<file path="src/rtl/distribute_pkg.sv">
// Shared definitions for the destination-tag distribution tree scheduler.
// Provides the clog2 helper, the stage-count derivation, the dummy data bit
// and the scheduler state encoding.
package distribute_pkg;

    // Ceiling log2, minimum 1 so that a 2-leaf tree still has a 1-bit command.
    function automatic int unsigned clog2(input int unsigned v);
        int unsigned r;
        r = 0;
        for (int unsigned x = 1; x < v; x = x << 1) begin
            r = r + 1;
        end
        return (r == 0) ? 1 : r;
    endfunction

    // One tag bit is consumed per 1x2 stage, so stage count equals the command width.
    function automatic int unsigned num_stage(input int unsigned num_dst,
                                              input int unsigned tag_width);
        return clog2(num_dst) * tag_width;
    endfunction

    // Fill bit for the payload whenever no beat is presented.
    localparam logic DUMMY_BIT = 1'b0;

    typedef enum logic {
        ST_IDLE  = 1'b0,
        ST_ISSUE = 1'b1
    } state_e;

endpackage

</file>
<file path="src/rtl/lowest_set_bit_enc.sv">
// Lowest-set-bit encoder for the pending destination mask.
// Ports:
//   i_mask    - destination bitmask still to be served
//   o_idx     - index of the lowest set bit (0 when the mask is empty)
//   o_onehot  - one-hot of that bit, used to retire the served destination
//   o_is_last - exactly one bit set
module lowest_set_bit_enc
    import distribute_pkg::*;
#(
    parameter int unsigned NUM_DST = 8,
    localparam int unsigned IDX_W = clog2(NUM_DST)
) (
    input  logic [NUM_DST-1:0] i_mask,
    output logic [IDX_W-1:0]   o_idx,
    output logic [NUM_DST-1:0] o_onehot,
    output logic               o_is_last
);

    // Scan downward so the last hit written is the lowest index.
    always_comb begin
        o_idx = '0;
        for (int i = NUM_DST - 1; i >= 0; i--) begin
            if (i_mask[i]) begin
                o_idx = IDX_W'(i);
            end
        end
    end

    // Two's-complement trick isolates the lowest set bit.
    assign o_onehot  = i_mask & (~i_mask + NUM_DST'(1));
    assign o_is_last = (i_mask != '0) && ((i_mask & (i_mask - NUM_DST'(1))) == '0);

endmodule

</file>
<file path="src/rtl/distribute_dst_tag_scheduler.sv">
// Serializes multicast packets into per-destination unicast beats for a
// binary 1-to-NUM_DST distribution tree of 1-bit-tag 1x2 stages.
// Ports:
//   clk, rst_n               - clock, synchronous active-low reset
//   i_en                     - global enable, 0 freezes everything
//   i_valid/i_ready          - upstream packet handshake
//   i_data_bus, i_dst_mask   - packet payload and destination bitmask
//   o_valid/o_ready          - beat handshake towards the tree root
//   o_data_bus, o_cmd        - beat payload and destination tag (MSB = first stage)
//   o_en                     - tree enable (follows i_en)
//   o_pkt_done               - pulse when the last beat of a packet is accepted
//   o_drop_cnt               - saturating count of zero-mask packets
module distribute_dst_tag_scheduler
    import distribute_pkg::*;
#(
    parameter int unsigned DATA_WIDTH            = 32,
    parameter int unsigned NUM_DST               = 8,
    parameter int unsigned DESTINATION_TAG_WIDTH = 1,
    localparam int unsigned NUM_STAGE = num_stage(NUM_DST, DESTINATION_TAG_WIDTH)
) (
    input  logic                  clk,
    input  logic                  rst_n,
    input  logic                  i_en,
    input  logic                  i_valid,
    output logic                  i_ready,
    input  logic [DATA_WIDTH-1:0] i_data_bus,
    input  logic [NUM_DST-1:0]    i_dst_mask,
    output logic                  o_valid,
    input  logic                  o_ready,
    output logic [DATA_WIDTH-1:0] o_data_bus,
    output logic [NUM_STAGE-1:0]  o_cmd,
    output logic                  o_en,
    output logic                  o_pkt_done,
    output logic [15:0]           o_drop_cnt
);

    localparam int unsigned            IDX_W      = clog2(NUM_DST);
    localparam int unsigned            CNT_W      = 16;
    localparam logic [DATA_WIDTH-1:0]  DUMMY_DATA = {DATA_WIDTH{DUMMY_BIT}};
    localparam logic [CNT_W-1:0]       CNT_MAX    = {CNT_W{1'b1}};

    state_e                state_q, state_d;
    logic [DATA_WIDTH-1:0] data_q, data_d;
    logic [NUM_DST-1:0]    mask_q, mask_d;
    logic [CNT_W-1:0]      drop_cnt_q, drop_cnt_d;

    logic [IDX_W-1:0]      enc_idx;
    logic [NUM_DST-1:0]    enc_onehot;
    logic                  enc_is_last;
    logic                  active;
    logic                  pkt_xfer;

    lowest_set_bit_enc #(
        .NUM_DST (NUM_DST)
    ) u_enc (
        .i_mask    (mask_q),
        .o_idx     (enc_idx),
        .o_onehot  (enc_onehot),
        .o_is_last (enc_is_last)
    );

    // Nothing transfers while disabled or held in reset.
    assign active   = i_en & rst_n;
    assign pkt_xfer = i_valid & i_ready;

    // Next-state and handshake logic.
    always_comb begin
        state_d    = state_q;
        data_d     = data_q;
        mask_d     = mask_q;
        drop_cnt_d = drop_cnt_q;
        o_valid    = 1'b0;
        i_ready    = 1'b0;
        o_pkt_done = 1'b0;

        if (active) begin
            unique case (state_q)
                ST_IDLE: begin
                    i_ready = 1'b1;
                end
                ST_ISSUE: begin
                    o_valid = 1'b1;
                    if (o_ready) begin
                        mask_d = mask_q & ~enc_onehot;
                        if (enc_is_last) begin
                            o_pkt_done = 1'b1;
                            i_ready    = 1'b1;
                            state_d    = ST_IDLE;
                        end
                    end
                end
                default: state_d = ST_IDLE;
            endcase

            // A new packet may only land when the previous one is fully retired.
            if (pkt_xfer) begin
                data_d = i_data_bus;
                mask_d = i_dst_mask;
                if (i_dst_mask == '0) begin
                    state_d    = ST_IDLE;
                    drop_cnt_d = (drop_cnt_q == CNT_MAX) ? drop_cnt_q : drop_cnt_q + CNT_W'(1);
                end else begin
                    state_d = ST_ISSUE;
                end
            end
        end
    end

    always_ff @(posedge clk) begin
        if (!rst_n) begin
            state_q    <= ST_IDLE;
            data_q     <= '0;
            mask_q     <= '0;
            drop_cnt_q <= '0;
        end else begin
            state_q    <= state_d;
            data_q     <= data_d;
            mask_q     <= mask_d;
            drop_cnt_q <= drop_cnt_d;
        end
    end

    // Leaf index in binary doubles as the per-stage tag, MSB first.
    assign o_cmd      = NUM_STAGE'(enc_idx);
    assign o_data_bus = o_valid ? data_q : DUMMY_DATA;
    assign o_en       = i_en;
    assign o_drop_cnt = drop_cnt_q;

endmodule
</file>
<file path="config.mk">
export PLATFORM = sky130hd
export DESIGN_NAME = distribute_dst_tag_scheduler
export DESIGN_NICKNAME = d
export VERILOG_FILES = /design/src/rtl/distribute_pkg.sv /design/src/rtl/lowest_set_bit_enc.sv /design/src/rtl/distribute_dst_tag_scheduler.sv
export SDC_FILE = /design/constraint.sdc
export NUM_CORES = 1
export LEC_CHECK = 0
export BUFFER_PORTS_ARGS = -buffer_cell sky130_fd_sc_hd__clkbuf_2
export CAP_MARGIN = 5
export CORE_ASPECT_RATIO = 0.8
export CORE_MARGIN = 2
export CORE_UTILIZATION = 46
export CTS_CLUSTER_DIAMETER = 50
export DETAILED_ROUTE_END_ITERATION = 8
export HOLD_SLACK_MARGIN = 0.08
export PLACE_DENSITY = 0.85
export SKIP_CTS_REPAIR_TIMING = 1
export SLEW_MARGIN = 40
export SYNTH_ARGS = -nofsm -noshare
export SYNTH_HDL_FRONTEND = slang
export SYNTH_SLANG_ARGS = --single-unit
</file>
<file path="constraint.sdc">
create_clock -name clk -period 2 [get_ports clk]
set_input_delay 0.4 -clock clk [delete_from_list [all_inputs] [get_ports clk]]
set_output_delay 0.4 -clock clk [all_outputs]
set_load 0.1 [all_outputs]
</file>
==> metrics.csv, run 1 <==
stage;metric;value;unit
setup_path;path_cells;nor4_4, buf_4, a2111oi_4, o211ai_1, buf_4, nor3_4, buf_12;
synthesis;ys_ff_latch;57;
cells_and_area;layout.nets;576;
cells_and_area;layout_commonest_cell;clkbuf_2;
cells_and_area;multi_input_area;2160;sq um
setup_path;critPathRequiredTime;1.60;ns
die;core;6760;sq um
min_path;hp-class;primary input to flop;
die;pin_count;100;
synthesis;ys_seq_area_share;36.1;%
placement;io_buffers;99;
die;die_x;96.7;um
synthesis;synthTopCellsByArea;dfxtp_1 36%, o211ai_1 9.3%, and2_1 6.5%;
sta;tightest_slew;0.766;ns
clocking;cts_sinks;57;
cells_and_area;stdcell_count;622;
cells_and_area;final-seq-area;1180;sq um
clocking;cts_tree;yes;
route;routed_wirelength;14200;um
cells_and_area;fillCellCount;335;
synthesis;avgSynthCellArea;8.15;sq um
die;rows;27;
global_route;antenna_found_initial;0;
sta;timing.final.crit_share;121;%
run;maxCapViolations;0;
sta;final_max_slew_viol_count;0;
global_route;grt.overflow.total;0;
route;wl_per_cell;22.8;um
setup_path;worst_path_max_delay_cell;dfxtp_2;
die;die-area;7560;sq um
setup_path;cp_max_fo;5;
placement;placedCellCount;583;
clocking;cts_max_level;3;
global_route;grtUsageMet3;4.72;%
sta;finalCriticalPeriod;2.41;ns
route;first_pass_iters;6;
placement;gp_congestion;0.969;
synthesis;synth_edf_count;0;
synthesis;synthArstFlopShare;0;%
route;drt-initial-drc-count;764;
die;initial_core_util;46.8;%
placement;post-dp-hpwl;7340;um
sta;hold_viol_final;0;
global_route;grt_pass1_wl;16700;um
pwr;ir_drop;0.000450;V
global_route;top_usage_layer;met2;
pwr;p_sw_share;31.9;%
cells_and_area;final_cell_mix;61 x clkbuf_2, 53 x nand2_1, 46 x buf_4;
sta;worst_slack;-0.412;ns
route;num_vias;4157;
sta;fin_hold_ws;0.299;ns
pwr;powerDensity;577;nW/um^2
setup_path;critical_path_arrival;2.01;ns
pwr;power_leakage;2.19;nW
clocking;clk_pin_slew;0.07;ns
pwr;power;3.11;mW
setup_path;critical_path.max_stage_delay;0.41;ns
sta;rsz0062_at_grt;yes;
sta;fmax;0.415;GHz
cells_and_area;syn_to_final_growth;70.5;%
clocking;cts_buffers;9;
route;drc_errors;0;
clocking;clockBufferDepth;2;
setup_path;worst_setup_path_start_kind;flop;
synthesis;synth.distinct_cells;52;
global_route;grt_max_degree;55;
synthesis;synth_largest_area_cell;dfxtp_1;
sta;slew-limit-headroom;48.9;%
synthesis;syn_nets;434;
global_route;grtUsageMet2;45.1;%
die;die_y;78.2;um
synthesis;syn-cell-area;3160;sq um
global_route;track_usage;26.7;%
pwr;power_frac_seq;39.0;%
clocking;clk_latency;0.35;ns
route;vias_per_cell;6.68;
pwr;cellInternalPower;2.12;mW
run_status;violations;negative setup slack;
synthesis;synth_ff_type;dfxtp_1;
sta;clock_skew;0.0102;ns
global_route;use_met1;32.4;%
pwr;pwr-share-clk;35.2;%
cells_and_area;layout-drive-gt1-share;53.5;%
synthesis;synthesis.instances;388;
setup_path;crit_type;flop to output pin;
pwr;power_frac_comb;25.8;%
setup_path;end_kind;output pin;
setup_path;crit_top_cell;buf_4;
pwr;p_switching;994;uW
synthesis;synth.top_cell.area_share;36.1;%
cells_and_area;antennaDiodeCount;0;
sta;setup_viol;53;
clocking;cts_root_buffer;clkbuf_8;
global_route;grt_pass1_vias;3461;
route;ant_nets;0;
run_status;status;finished, violations left;
synthesis;yosysWarnings;0;
==> kinds of logic after synthesis <==
family	count (synthesis)	share of synthesized area (%)
DFF	57	36.1
adders and majority gates	2	0.712
buffers and inverters	39	5.46
and+or+nand+nor	152	26.2
xor gates and xnor gates	1	0.277
AOI/OAI and AO/OA	123	26.7
muxes	14	4.51
==> worst paths after layout <==
path | from | to | slack (ns) | cells past startpoint
min | i_data_bus[30] | data_q[30] | 0.30 | 3
max reg2reg | mask_q[2] | data_q[22] | -0.24 | 11
max | mask_q[2] | o_pkt_done | -0.41 | 7
min reg2reg | data_q[30] | data_q[30] | 0.46 | 2
==> power by group through the flow <==
stage | logic, mW | clock network [mW] | registers [mW]
floorplan | 0.358 | 0 | 1.23
global placement | 0.568 | 0 | 1.23
detailed placement | 0.588 | 0 | 1.23
CTS | 0.596 | 1.07 | 1.21
global route | 0.826 | 1.13 | 1.22
finish | 0.802 | 1.10 | 1.21
==> cell usage after synthesis (4+ instances only) <==
cell	n
and2_1	33
nand4_1	11
dfxtp_1	57
nor2_1	9
nand3_1	7
inv_1	6
o211ai_1	39
a21oi_1	13
clkbuf_1	20
buf_2	6
mux2i_1	12
and4_1	4
a21boi_0	4
and3_1	7
o2111ai_1	4
nand2_1	54
o21ai_0	40
nand2b_1	13
==> state kept, by name (all words and copies together), names as in the netlist <==
signal,count
data_q,32
o_drop_cnt,16
mask_q,8
state_q,1
==> cell type report <==
| type | instances | share of cell area [%] |
|---|---|---|
| multi-input cells | 292 | 40.0 |
| repair buffers | 164 | 32.2 |
| flip-flops and latches | 57 | 21.8 |
| clock buffers | 13 | 2.76 |
| well taps | 87 | 2.02 |
| clock inverters | 3 | 0.742 |
| inverters | 6 | 0.418 |
==> metrics by stage <==
stage | worst slack, ns | utilization (%) | cell area (sq um) | setup TNS [ns]
finish | -0.412 | 79.8 | 5390 | -9.80
global route | -0.493 | 79.8 | 5390 | -14.02
CTS | -0.600 | 72.2 | 4880 | -8.47
detailed placement | -0.264 | 69.4 | 4690 | -6.92
global placement | -0.159 | 69.4 | 4690 | -1.64
floorplan | -0.480 | - | 3350 | -0.806
==> routing by layer <==
layer | wire length [um] | share of wire (%)
met5 | 0 | 0
met4 | 974 | 6.9
met3 | 1520 | 11
met2 | 6660 | 47
met1 | 5040 | 36
==> worst max-delay path, delay by kind of cell, from the launching register on <==
kind            cells  cell delay (ns)
flops               1             0.41
compound gates      2             0.47
buf+inv             3             0.53
simple gates        2             0.25
Note: power is estimated with default switching activity, not from simulation.
==> run 2: changes to the inputs <==
Clock period 2 ns to 2.1 ns, I/O delays scaled along.
==> run 2 against run 1 <==
The flow still finishes with violations (negative setup slack). Cell area fell by 4.4%. Worst hold slack got worse by 0.0031 ns. Flip-flop and latch count did not move. Clock power rose by 5%. Critical path depth did not move. Die area did not move. Count of clock-buffer cells in the layout fell by 4. First-iteration DRC count fell by 35%. Combinational power fell by 14%. Clock skew fell by 0.0021 ns. Total power fell by 3.5%. Critical endpoint unchanged. Largest cell class unchanged.
==> metrics.csv, run 2 (same netlist as run 1, synthesis figures left out) <==
stage;metric;value;unit;change
sta;final_max_slew_viol_count;0;;unchanged
global_route;grt_pass1_wl;16700;um;unchanged
sta;tightest_slew;0.576;ns;was 0.766 ns
die;die_y;78.2;um;unchanged
placement;io_buffers;99;;unchanged
run_status;status;finished, violations left;;unchanged
cells_and_area;final-seq-area;1160;sq um;was 1180 sq um
setup_path;crit_type;flop to output pin;;unchanged
pwr;p_switching;930;uW;was 994 uW
cells_and_area;layout-drive-gt1-share;46.7;%;was 53.5%
clocking;clk_pin_slew;0.07;ns;about the same
setup_path;end_kind;output pin;;unchanged
sta;fmax;0.384;GHz;
placement;gp_congestion;0.911;;was 0.969
cells_and_area;fillCellCount;407;;was 335
cells_and_area;final_cell_mix;61 x clkbuf_2, 54 x nand2_1, 42 x buf_12;;was 61 x clkbuf_2, 53 x nand2_1, 46 x buf_4
sta;setup_viol;22;;was 53
run;maxCapViolations;0;;unchanged
min_path;hp-class;primary input to flop;;unchanged
global_route;grt.overflow.total;0;;unchanged
die;die-area;7560;sq um;unchanged
route;wl_per_cell;20.6;um;was 22.8 um
die;initial_core_util;46.8;%;unchanged
cells_and_area;multi_input_area;2030;sq um;was 2160 sq um
route;ant_nets;0;;unchanged
cells_and_area;regMostFlops;data_q;;unchanged
die;rows;27;;unchanged
cells_and_area;layout.nets;563;;was 576
setup_path;critical_path_arrival;2.18;ns;was 2.01 ns
pwr;power_frac_seq;38.4;%;was 39.0%
sta;worst_slack;-0.503;ns;was -0.412 ns
cells_and_area;layout_commonest_cell;clkbuf_2;;unchanged
placement;placedCellCount;585;;was 583
pwr;pwr-share-clk;38.5;%;was 35.2%
pwr;power_leakage;2.06;nW;was 2.19 nW
cells_and_area;syn_to_final_growth;63.0;%;was 70.5%
placement;place_area;4690;sq um;about the same
pwr;powerDensity;582;nW/um^2;was 577 nW/um^2
sta;fin_hold_ws;0.296;ns;was 0.299 ns
sta;tns;-1.47;ns;was -9.80 ns
pwr;cellInternalPower;2.07;mW;was 2.12 mW
clocking;cts_buffers;9;;unchanged
route;drt-initial-drc-count;493;;was 764
sta;clock_skew;0.00809;ns;was 0.0102 ns
clocking;cts_max_level;3;;unchanged
cells_and_area;largest_reg_flops;32;;unchanged
run_status;violations;negative setup slack;;unchanged
route;vias_per_cell;6.45;;was 6.68
die;pin_count;100;;unchanged
clocking;cts_root_buffer;clkbuf_8;;unchanged
global_route;grt_pass1_vias;3416;;was 3461
cells_and_area;antennaDiodeCount;0;;unchanged
clocking;clockBufferDepth;2;;unchanged
route;first_pass_iters;5;;was 6
placement;post-dp-hpwl;7220;um;was 7340 um
clocking;cts_sinks;57;;unchanged
sta;finalCriticalPeriod;2.60;ns;
route;routed_wirelength;12600;um;was 14200 um
clocking;cts_tree;yes;;unchanged
pwr;p_sw_share;31.0;%;was 31.9%
placement;pre_cts_slack;-0.157;ns;was -0.264 ns
sta;hold_viol_final;0;;unchanged
cells_and_area;final_cell_area;5160;sq um;was 5390 sq um
cells_and_area;fin_util;76.3;%;was 79.8%
global_route;grt_max_degree;41;;was 55
global_route;antenna_found_initial;0;;unchanged
route;num_vias;3927;;was 4157
setup_path;critPathRequiredTime;1.68;ns;was 1.60 ns
pwr;ir_drop;0.000608;V;was 0.000450 V
clocking;clk_latency;0.36;ns;was 0.35 ns
pwr;power_frac_comb;23.1;%;was 25.8%
sta;timing.final.crit_share;124;%;
cells_and_area;stdcell_count;609;;was 622
route;drc_errors;0;;unchanged
global_route;track_usage;27.1;%;was 26.7%
pwr;power;3.00;mW;was 3.11 mW
setup_path;worst_setup_path_start_kind;flop;;unchanged
sta;rsz0062_at_grt;yes;;unchanged
sta;slew-limit-headroom;61.3;%;was 48.9%
setup_path;cp_max_fo;6;;was 5
die;core;6760;sq um;unchanged
die;die_x;96.7;um;unchanged
[run 2: changes by cell type in the layout (fill, tap and decap cells not counted), sizes merged]
| cell | delta |
|---|---|
| bufinv | +1 |
| clkbuf | -5 |
| clkinvlp | +2 |
| inv | +1 |
| buf | -12 |
[run 2: power by group through the flow]
stage	registers, mW	clock network, mW	logic [mW]
after floorplan	1.17	0	0.335
after global placement	1.17	0	0.546
after detailed placement	1.17	0	0.563
after CTS	1.15	1.16	0.570
after global routing	1.16	1.21	0.714
final	1.15	1.16	0.693
[run 2: layer usage]
metal  vias to the layer above  track usage [%]  share of wire (%)  routed length [um]
met5                         -                0                  0                   0
met4                         0             11.4                5.6                 710
met3                        96             7.03                9.9                1250
met2                       327             46.2                 48                6020
met1                      1825             32.6                 37                4590
li1                       1679                -                  -                   -
[run 2: final timing paths]
check,endpoint,slack (ns),from,cells past startpoint
max reg2reg,data_q[31],-0.05,mask_q[2],10
max,o_pkt_done,-0.50,mask_q[2],7
min,data_q[12],0.30,i_data_bus[12],3
min reg2reg,data_q[11],0.45,data_q[11],2
[run 2: worst max-delay path, stage by stage, from the launching register on]
cell	delay [ns]
dfxtp_2	0.34
buf_4	0.16
maj3_1	0.36
o21ai_2	0.17
o211ai_1	0.11
buf_4	0.19
nor3_4	0.26
buf_12	0.22
[run 2: cell type report]
| cell class | instances | area share, % |
|---|---|---|
| Clock buffer | 9 | 2.40 |
| Clock inverter | 7 | 1.82 |
| Inverter | 6 | 0.437 |
| Multi-Input combinational cell | 292 | 39.3 |
| Sequential cell | 57 | 22.6 |
| Tap cell | 87 | 2.11 |
| Timing Repair Buffer | 151 | 31.4 |
==> run 3: changes to the inputs <==
==> constraint.sdc (replaced) <==
create_clock -name clk -period 2.1 [get_ports clk]
set_input_delay 0.63 -clock clk [delete_from_list [all_inputs] [get_ports clk]]
set_output_delay 0.63 -clock clk [all_outputs]
set_load 0.1 [all_outputs]
==> run 3 against run 2 <==
The flow still finishes with violations (negative setup slack). Register-to-register slack got worse by 0.20 ns. Wire length rose by 13%. Non-clock buffer count rose by 26. Clock power fell by 6%. Highest routed layer unchanged. Total power rose by 0.69%. Critical path type unchanged. Sequential power barely moved. Sequential share of layout area fell by 1.5 points. First-iteration DRC count rose by 13%.
==> metrics.csv, run 3 (same netlist as run 1, synthesis figures left out) <==
stage;metric;value;unit;change
clocking;cts_max_level;3;;unchanged
global_route;track_usage;27.3;%;was 27.1%
setup_path;end_kind;output pin;;unchanged
setup_path;critical_path_arrival;2.01;ns;was 2.18 ns
cells_and_area;layout_commonest_cell;clkbuf_2;;unchanged
route;drc_errors;0;;unchanged
setup_path;worst_setup_path_start_kind;flop;;unchanged
pwr;power_frac_comb;25.7;%;was 23.1%
setup_path;critPathRequiredTime;1.47;ns;was 1.68 ns
global_route;grt.overflow.total;0;;unchanged
die;die_x;96.7;um;unchanged
clocking;cts_tree;yes;;unchanged
die;rows;27;;unchanged
sta;tightest_slew;0.710;ns;was 0.576 ns
pwr;p_sw_share;32.6;%;was 31.0%
pwr;power_frac_seq;38.3;%;was 38.4%
sta;final_max_slew_viol_count;0;;unchanged
setup_path;critical_path.max_stage_delay;0.39;ns;was 0.36 ns
clocking;cts_buffers;9;;unchanged
sta;worst_slack;-0.542;ns;was -0.503 ns
run_status;status;finished, violations left;;unchanged
pwr;powerDensity;544;nW/um^2;was 582 nW/um^2
cells_and_area;regMostFlops;data_q;;unchanged
global_route;grt_pass1_vias;3474;;was 3416
die;core;6760;sq um;unchanged
clocking;cts_root_buffer;clkbuf_8;;unchanged
route;ant_nets;0;;unchanged
cells_and_area;largest_reg_flops;32;;unchanged
global_route;antenna_found_initial;0;;unchanged
pwr;pwr-share-clk;35.9;%;was 38.5%
placement;post-dp-hpwl;7470;um;was 7220 um
pwr;cellInternalPower;2.04;mW;was 2.07 mW
sta;finalCriticalPeriod;2.64;ns;was 2.60 ns
setup_path;worst_path_max_delay_cell;maj3_1;;unchanged
cells_and_area;layout.nets;589;;was 563
sta;clock_skew;0.00824;ns;was 0.00809 ns
route;drt-initial-drc-count;555;;was 493
sta;rsz0062_at_grt;yes;;unchanged
pwr;ir_drop;0.000537;V;was 0.000608 V
route;wl_per_cell;22.3;um;was 20.6 um
cells_and_area;syn_to_final_growth;75.6;%;was 63.0%
setup_path;crit_family;adder cells;;was buffers and inverters
cells_and_area;antennaDiodeCount;0;;unchanged
sta;hold_viol_final;0;;unchanged
clocking;clockBufferDepth;2;;unchanged
sta;setup_viol;88;;was 22
sta;timing.final.crit_share;126;%;was 124%
run;maxCapViolations;0;;unchanged
setup_path;ff2ff_setup_slack;-0.25;ns;was -0.05 ns
route;routed_wirelength;14200;um;was 12600 um
pwr;power_leakage;2.27;nW;was 2.06 nW
setup_path;cp_max_fo;5;;was 6
setup_path;crit_type;flop to output pin;;unchanged
setup_path;path_cells;maj3_1, o21ai_2, o211ai_1, buf_4, nor3_4, buf_12;;was buf_4, maj3_1, o21ai_2, o211ai_1, buf_4, nor3_4, buf_12
placement;gp_congestion;0.946;;was 0.911
min_path;hp-class;flop to flop;;was primary input to flop
clocking;clk_pin_slew;0.08;ns;was 0.07 ns
clocking;cts_sinks;57;;unchanged
cells_and_area;layout-drive-gt1-share;52.6;%;was 46.7%
sta;slew-limit-headroom;52.7;%;was 61.3%
die;die_y;78.2;um;unchanged
setup_path;crit_buf_inv;2;;was 3
placement;io_buffers;99;;unchanged
global_route;grt_max_degree;68;;was 41
run_status;violations;negative setup slack;;unchanged
sta;fin_hold_ws;0.458;ns;was 0.296 ns
cells_and_area;final_cell_mix;57 x clkbuf_2, 53 x nand2_1, 51 x buf_4;;was 61 x clkbuf_2, 54 x nand2_1, 42 x buf_12
route;first_pass_iters;6;;was 5
die;die-area;7560;sq um;unchanged
clocking;clk_latency;0.36;ns;about the same
route;num_vias;4166;;was 3927
sta;fmax;0.378;GHz;was 0.384 GHz
die;pin_count;100;;unchanged
die;initial_core_util;46.8;%;unchanged
placement;pre_cts_slack;-0.334;ns;was -0.157 ns
pwr;p_switching;985;uW;was 930 uW
route;vias_per_cell;6.56;;was 6.45
global_route;grt_pass1_wl;17000;um;was 16700 um
## run 3: power groups by stage
| stage | Clock, mW | Combinational [mW] | Sequential [mW] |
|---|---|---|---|
| CTS | 1.07 | 0.578 | 1.15 |
| finish | 1.09 | 0.778 | 1.16 |
| detailed placement | 0 | 0.574 | 1.18 |
| floorplan | 0 | 0.349 | 1.17 |
| global placement | 0 | 0.556 | 1.18 |
| global route | 1.14 | 0.801 | 1.16 |
## run 3: worst paths after layout
path | startpoint | to | cells past startpoint
min | data_q[30] | data_q[30] | 2
max reg2reg | mask_q[2] | o_drop_cnt[4] | 9
max | mask_q[2] | o_pkt_done | 6
min reg2reg | data_q[30] | data_q[30] | 2
## run 3: worst register-to-register path, cell delays in order (launching register included)
cell and delay, ns:
dfxtp_4 0.37, maj3_1 0.39, o21ai_2 0.22, o211ai_1 0.13, buf_4 0.19, buf_4 0.14
buf_4 0.13, buf_6 0.13, a211oi_1 0.34, mux2i_1 0.23
## run 3: cell type report
cell class,instances,area [sq um]
inverter,6,22.5
clock inverter,6,66.3
fill,330,1200
clock buffer,10,138
timing repair buffer,177,1910
tap,87,109
sequential,57,1170
multi-input combinational,292,2140
## run 3: per-stage QoR
step                      total power, mW  TNS [ns]  std cells  instance area (sq um)  util [%]
final                                3.02     -9.57        635                   5560      82.2
after global routing                 3.10    -14.17        635                   5560      82.2
after CTS                            2.81     -5.83        607                   4970      73.5
after detailed placement             1.75     -7.03        591                   4760      70.5
after global placement               1.73     -5.13        591                   4760      70.5
after floorplan                      1.52     -3.78        388                   3400         -
## run 3: layer usage
layer,track usage (%),routed length [um],share of wire [%]
met5,0,0,0
met4,8.17,943,6.7
met3,6.41,1410,10
met2,45.4,6610,47
met1,35.6,5200,37
